$ cat src/rtl/collect_2x1_cmd_flow_seq_pkg.sv
// Shared NoC constants for the 2:1 command collector: source tags and the merged command width.
// No latency (constants and pure function); no backpressure.
// Optional drop counter is enabled by COLLECT_2X1_DROP_COUNT_EN in the top module.
package collect_2x1_cmd_flow_seq_pkg;

  localparam int TAG_HIGH = 1;
  localparam int TAG_LOW  = 0;

  function automatic int out_cmd_width(input int cmd_w, input int tag_w);
    return cmd_w + tag_w;
  endfunction

endpackage

$ cat src/rtl/sync_fifo_cmd_data.sv
// Single-clock queue holding {cmd, data} entries; head is presented combinationally.
// Zero read latency; push while full is ignored, so the caller owns drop decisions.
// Full/empty derive from the registered occupancy count only.
module sync_fifo_cmd_data #(
  parameter int WIDTH = 33,
  parameter int DEPTH = 2
) (
  input  logic             clk,
  input  logic             rst_n,
  input  logic             push,
  input  logic [WIDTH-1:0] push_dat,
  input  logic             pop,
  output logic [WIDTH-1:0] pop_dat,
  output logic             empty,
  output logic             full
);

  localparam int AW = $clog2(DEPTH);
  localparam logic [AW-1:0] PTR_ONE   = 1;
  localparam logic [AW:0]   CNT_ONE   = 1;
  localparam logic [AW:0]   CNT_DEPTH = (AW+1)'(DEPTH);

  logic [WIDTH-1:0] mem [DEPTH];
  logic [AW-1:0]    wr_ptr, rd_ptr;
  logic [AW:0]      count;
  logic             do_push, do_pop;

  assign empty   = (count == '0);
  assign full    = (count == CNT_DEPTH);
  assign do_push = push && !full;
  assign do_pop  = pop && !empty;
  assign pop_dat = mem[rd_ptr];

  always_ff @(posedge clk or negedge rst_n) begin
    if (!rst_n) begin
      wr_ptr <= '0;
      rd_ptr <= '0;
      count  <= '0;
    end else begin
      if (do_push) wr_ptr <= wr_ptr + PTR_ONE;
      if (do_pop)  rd_ptr <= rd_ptr + PTR_ONE;
      if (do_push && !do_pop)      count <= count + CNT_ONE;
      else if (do_pop && !do_push) count <= count - CNT_ONE;
    end
  end

  // Storage needs no reset: nothing is read until the count says it was written.
  always_ff @(posedge clk) begin
    if (do_push) mem[wr_ptr] <= push_dat;
  end

endmodule

$ cat src/rtl/collect_2x1_cmd_flow_seq.sv
// Merges two queued {cmd, data} inputs into one tagged output stream with round-robin arbitration.
// Latency 2 cycles (push, then pop into the output register); i_en=0 holds the output and stops pops.
// Beats arriving at a full queue are dropped; COLLECT_2X1_DROP_COUNT_EN adds a saturating drop counter.
module collect_2x1_cmd_flow_seq
  import collect_2x1_cmd_flow_seq_pkg::*;
#(
  parameter int DATA_WIDTH            = 32,
  parameter int DESTINATION_TAG_WIDTH = 1,
  parameter int IN_COMMAND_WIDTH      = 1,
  parameter int FIFO_DEPTH            = 2
) (
  input  logic                          clk,
  input  logic                          rst_n,
  input  logic [1:0]                    i_valid,
  input  logic [2*DATA_WIDTH-1:0]       i_data_bus,
  input  logic [2*IN_COMMAND_WIDTH-1:0] i_cmd,
  output logic [1:0]                    o_full,
  input  logic                          i_en,
  output logic                          o_valid,
  output logic [DATA_WIDTH-1:0]         o_data_bus,
  output logic [out_cmd_width(IN_COMMAND_WIDTH, DESTINATION_TAG_WIDTH)-1:0] o_cmd
`ifdef COLLECT_2X1_DROP_COUNT_EN
  ,
  output logic [7:0]                    o_drop_cnt
`endif
);

  localparam int EW = IN_COMMAND_WIDTH + DATA_WIDTH;

  logic [1:0]    push, pop, empty, full;
  logic [EW-1:0] head [2];
  logic          prio, sel_hi;

  sync_fifo_cmd_data #(.WIDTH(EW), .DEPTH(FIFO_DEPTH)) u_fifo_lo (
    .clk      (clk),
    .rst_n    (rst_n),
    .push     (push[0]),
    .push_dat ({i_cmd[IN_COMMAND_WIDTH-1:0], i_data_bus[DATA_WIDTH-1:0]}),
    .pop      (pop[0]),
    .pop_dat  (head[0]),
    .empty    (empty[0]),
    .full     (full[0])
  );

  sync_fifo_cmd_data #(.WIDTH(EW), .DEPTH(FIFO_DEPTH)) u_fifo_hi (
    .clk      (clk),
    .rst_n    (rst_n),
    .push     (push[1]),
    .push_dat ({i_cmd[2*IN_COMMAND_WIDTH-1:IN_COMMAND_WIDTH], i_data_bus[2*DATA_WIDTH-1:DATA_WIDTH]}),
    .pop      (pop[1]),
    .pop_dat  (head[1]),
    .empty    (empty[1]),
    .full     (full[1])
  );

  // Full comes from the pre-edge count, so a same-cycle pop never frees room for a push.
  assign o_full = full;
  assign push   = i_valid & ~full;

  always_comb begin
    sel_hi = !empty[1] && (empty[0] || prio);
    pop    = 2'b00;
    if (i_en && !(&empty)) pop = sel_hi ? 2'b10 : 2'b01;
  end

  always_ff @(posedge clk or negedge rst_n) begin
    if (!rst_n) begin
      prio       <= 1'b0;
      o_valid    <= 1'b0;
      o_data_bus <= '0;
      o_cmd      <= '0;
    end else if (i_en) begin
      if (pop[1]) begin
        prio       <= 1'b0;
        o_valid    <= 1'b1;
        o_data_bus <= head[1][DATA_WIDTH-1:0];
        o_cmd      <= {DESTINATION_TAG_WIDTH'(TAG_HIGH), head[1][EW-1:DATA_WIDTH]};
      end else if (pop[0]) begin
        prio       <= 1'b1;
        o_valid    <= 1'b1;
        o_data_bus <= head[0][DATA_WIDTH-1:0];
        o_cmd      <= {DESTINATION_TAG_WIDTH'(TAG_LOW), head[0][EW-1:DATA_WIDTH]};
      end else begin
        o_valid    <= 1'b0;
        o_data_bus <= '0;
        o_cmd      <= '0;
      end
    end
  end

`ifdef COLLECT_2X1_DROP_COUNT_EN
  logic [1:0] drop;
  logic [8:0] drop_sum;

  assign drop     = i_valid & full;
  assign drop_sum = {1'b0, o_drop_cnt} + 9'(drop[0]) + 9'(drop[1]);

  always_ff @(posedge clk or negedge rst_n) begin
    if (!rst_n) o_drop_cnt <= '0;
    else        o_drop_cnt <= (drop_sum > 9'd255) ? 8'hFF : drop_sum[7:0];
  end
`endif

endmodule
$ cat config.mk
export PLATFORM = sky130hd
export DESIGN_NAME = collect_2x1_cmd_flow_seq
export DESIGN_NICKNAME = d
export VERILOG_FILES = /design/src/rtl/collect_2x1_cmd_flow_seq_pkg.sv /design/src/rtl/sync_fifo_cmd_data.sv /design/src/rtl/collect_2x1_cmd_flow_seq.sv
export SDC_FILE = /design/constraint.sdc
export NUM_CORES = 1
export LEC_CHECK = 0
export ABC_CLOCK_PERIOD_IN_PS = 7900
export CAP_MARGIN = 10
export CORE_UTILIZATION = 57
export DETAILED_ROUTE_END_ITERATION = 8
export PLACE_DENSITY = 0.84
export REMOVE_ABC_BUFFERS = 1
export SYNTH_ARGS = -nofsm -noshare
export SYNTH_HDL_FRONTEND = slang
export SYNTH_SLANG_ARGS = --single-unit
$ cat constraint.sdc
create_clock -name clk -period 7.9 [get_ports clk]
set_input_delay 2.37 -clock clk [delete_from_list [all_inputs] [get_ports clk]]
set_output_delay 2.37 -clock clk [all_outputs]
set_load 0.05 [all_outputs]
==> reports/qor.txt <==
Mean post-synth cell area -> 18.5 um^2
Worst flop-to-flop path endpoint -> u_fifo_lo.count[1]$_DFFE_PN0P_
Number of global-route vias before repair -> 4036
Clock transition at path regs -> 0.06 ns
Hold Crit Depth -> 2
CTS max path bufs -> 2
Top cell type's share of synthesized area -> 58.4%
Routed Antenna Nets -> 0
H-Tree Level Count -> 4
Status -> complete, but fails checks
Hold Path End -> o_data_bus[10]$_DFFE_PN0P_
Ranking of synthesized cells by area -> edfxtp_1 (58%), dfrtp_1 (16%), mux2i_1 (9.7%)
Critical path type -> in -> reg
Worst R2R Start -> u_fifo_hi.count[0]$_DFFE_PN0P_
Post-CTS sizing -> 0
First-pass GRT wire length -> 21500 um
Worst slew pin tran -> 1.14 ns
Pleak -> 3.15 nW
Top cell type by total area after synthesis -> edfxtp_1
CP Data Required Time -> 8.24 ns
CP Max Fanout -> 38
Flop-to-flop setup slack -> 5.55 ns
Initial antenna violation count -> 0
Min-delay src -> o_data_bus[10]$_DFFE_PN0P_
Total global-route track usage -> 23.7%
Final Critical Period -> 4.68 ns
Total grt overflow -> 0
Final setup violation count -> 0
Synth Instances -> 368
Setup bufs post-CTS -> 0
Root Driver -> clkbuf_16
CP startpoint -> i_en
Fin crit share -> 59.3%
Netlist cell types -> 21
Initial core utilization -> 59.0%
Core area -> 0.0115 mm^2
Yosys reg bits -> 176
Initial DRC Count -> 172
Crit start category -> primary input
Final Cell Area -> 0.00853 mm^2
Worst Reg2Reg Path Length in Cells -> 6
Violated checks -> design-rule violations
Largest net degree at the start of global routing -> 45
RSZ-0062 raised after global routing -> no
Buffers on Ports -> 107
Synthesized area -> 0.00679 mm^2
Final net count -> 548
Maximum VDD drop -> 0.215 mV
Number of buffers created by CTS -> 17
Dpl cell area -> 0.00792 mm^2
Vias per std cell -> 5.68
Slew Viols, Final -> 0
TritonRoute pass-1 iters -> 7
Sum Neg Setup Slack -> 0 ns
Final GP Congestion -> 0.730
YS warnings -> 0
Max-cap violations -> 0
Die Area -> 0.0124 mm^2
Final Hold Vio Count -> 0
DRC Markers -> 8
Fin util -> 74.1%
Vias after detailed routing -> 3587
Post-DP HPWL -> 8070 um
Fillers -> 686
Pre-CTS setup slack -> 2.80 ns
Max_slew headroom -> 23.9%
Die W -> 111 um
Final WS setup -> 3.22 ns
Worst clock skew -> 0.0107 ns
Final WL -> 13500 um
Hold crit path type -> reg -> reg
PwrDens -> 415 mW/mm^2
Layout Area Growth over Synthesis -> 25.6%
Die Span Y -> 111 um
CP Capture Type -> register
Sequential area share after synthesis -> 74.6%
# IOs -> 108
TritonCTS clock tree -> done
WL/cell -> 21.5 um
Hold_buf cts -> 0
FP Rows -> 39
N_diodes -> 0
Fraction of layout cells with a size suffix above 1 -> 13.7%
Clk Latency, worst-skew pair -> 0.41 ns
F_max -> 0.213 GHz
CTS sink cnt -> 176
CP Data Arrival Time -> 5.02 ns
==> worst max path at each step <==
stage / endpoint / cells after the start
floorplan: u_fifo_lo.count[1]$_DFFE_PN0P_ / 6
global placement: u_fifo_lo.count[1]$_DFFE_PN0P_ / 8
detailed placement: u_fifo_lo.count[1]$_DFFE_PN0P_ / 8
CTS: u_fifo_lo.count[1]$_DFFE_PN0P_ / 8
global route: u_fifo_lo.count[1]$_DFFE_PN0P_ / 8
finish: u_fifo_lo.count[1]$_DFFE_PN0P_ / 8
==> worst max-delay path, stage by stage <==
cell	delay, ns
clkdlybuf4s50_1	0.47
buf_4	0.33
o21ai_1	0.13
nand2b_2	0.74
ha_1	0.53
xor2_1	0.15
nor2_1	0.11
xor2_1	0.16
==> cells by family (layout without fill, tap and decap cells) <==
| group | after synthesis | count (layout) | synth area share, % |
|---|---|---|---|
| muxes | 66 | 66 | 9.73 |
| AOI/OAI and AO/OA | 40 | 40 | 7.48 |
| adders and majority gates | 2 | 2 | 0.368 |
| and+or+nand+nor | 48 | 48 | 4.05 |
| xor gates and xnor gates | 10 | 10 | 1.29 |
| DFF | 176 | 176 | 74.6 |
| buffers and inverters | 26 | 146 | 2.51 |
==> cell usage after synthesis (all sizes together) <==
master / instances
edfxtp: 132
mux2i: 66
dfrtp: 44
nand2b: 36
o221ai: 33
buf: 18
nor2: 7
xnor2: 6
inv: 5
o21ai: 5
xor2: 4
clkbuf: 3
nand2: 3
and3: 2
ha: 2
a31oi: 1
o21bai: 1
==> metrics by stage <==
step | hold WS, ns | power, W | std cells
after global routing | 0.533 | 0.00369 | 631
after detailed placement | 0.498 | 0.00271 | 599
after global placement | 0.492 | 0.00266 | 599
after floorplan | 0.460 | 0.00228 | 347
final | 0.513 | 0.00354 | 631
after CTS | 0.514 | 0.00357 | 631
==> state kept, by name, indices dropped and copies added (netlist names) <==
signal,cells
u_fifo_lo.count,2
prio,1
u_fifo_hi.mem,66
o_cmd,2
u_fifo_lo.rd_ptr,1
u_fifo_lo.wr_ptr,1
u_fifo_hi.rd_ptr,1
u_fifo_hi.wr_ptr,1
u_fifo_hi.count,2
o_data_bus,32
o_valid,1
u_fifo_lo.mem,66
==> power breakdown <==
group	switching (W)	internal, W	total (W)	leakage, nW
registers	0.000226	0.00130	0.00152	1.76
clock network	0.000323	0.000523	0.000846	0.298
logic	0.000717	0.000453	0.00117	1.09
==> layout make-up <==
type / count / area, um^2 / share of cell area, %
Timing Repair Buffer: 109 / 1080 / 12.7
Sequential cell: 176 / 5070 / 59.4
Inverter: 5 / 18.8 / 0.220
Tap cell: 143 / 179 / 2.10
Multi-Input combinational cell: 166 / 1580 / 18.5
Clock inverter: 9 / 130 / 1.53
Clock buffer: 23 / 478 / 5.60
==> layer usage <==
layer,vias up,wire (um),share of wire (%),GRT usage (%)
met4,0,148,1.1,9.01
met5,-,0,0,0
met1,1808,5420,40,29.2
met2,139,7010,52,40.2
li1,1630,-,-,-
met3,10,967,7.1,6.29
==> placed cells by master, fill, tap and decap left out, drive strengths merged <==
cell type / netlist / final
o21ai: 5 / 5
xor2: 4 / 4
nand2: 3 / 3
inv: 5 / 6
nand2b: 36 / 36
a31oi: 1 / 1
o221ai: 33 / 33
dfrtp: 44 / 44
buf: 18 / 3
bufinv: 0 / 3
edfxtp: 132 / 132
clkinv: 0 / 4
and3: 2 / 2
ha: 2 / 2
clkinvlp: 0 / 1
nor2: 7 / 7
xnor2: 6 / 6
clkdlybuf4s50: 0 / 106
mux2i: 66 / 66
clkbuf: 3 / 23
o21bai: 1 / 1
Power figures use the tool's default switching activity.
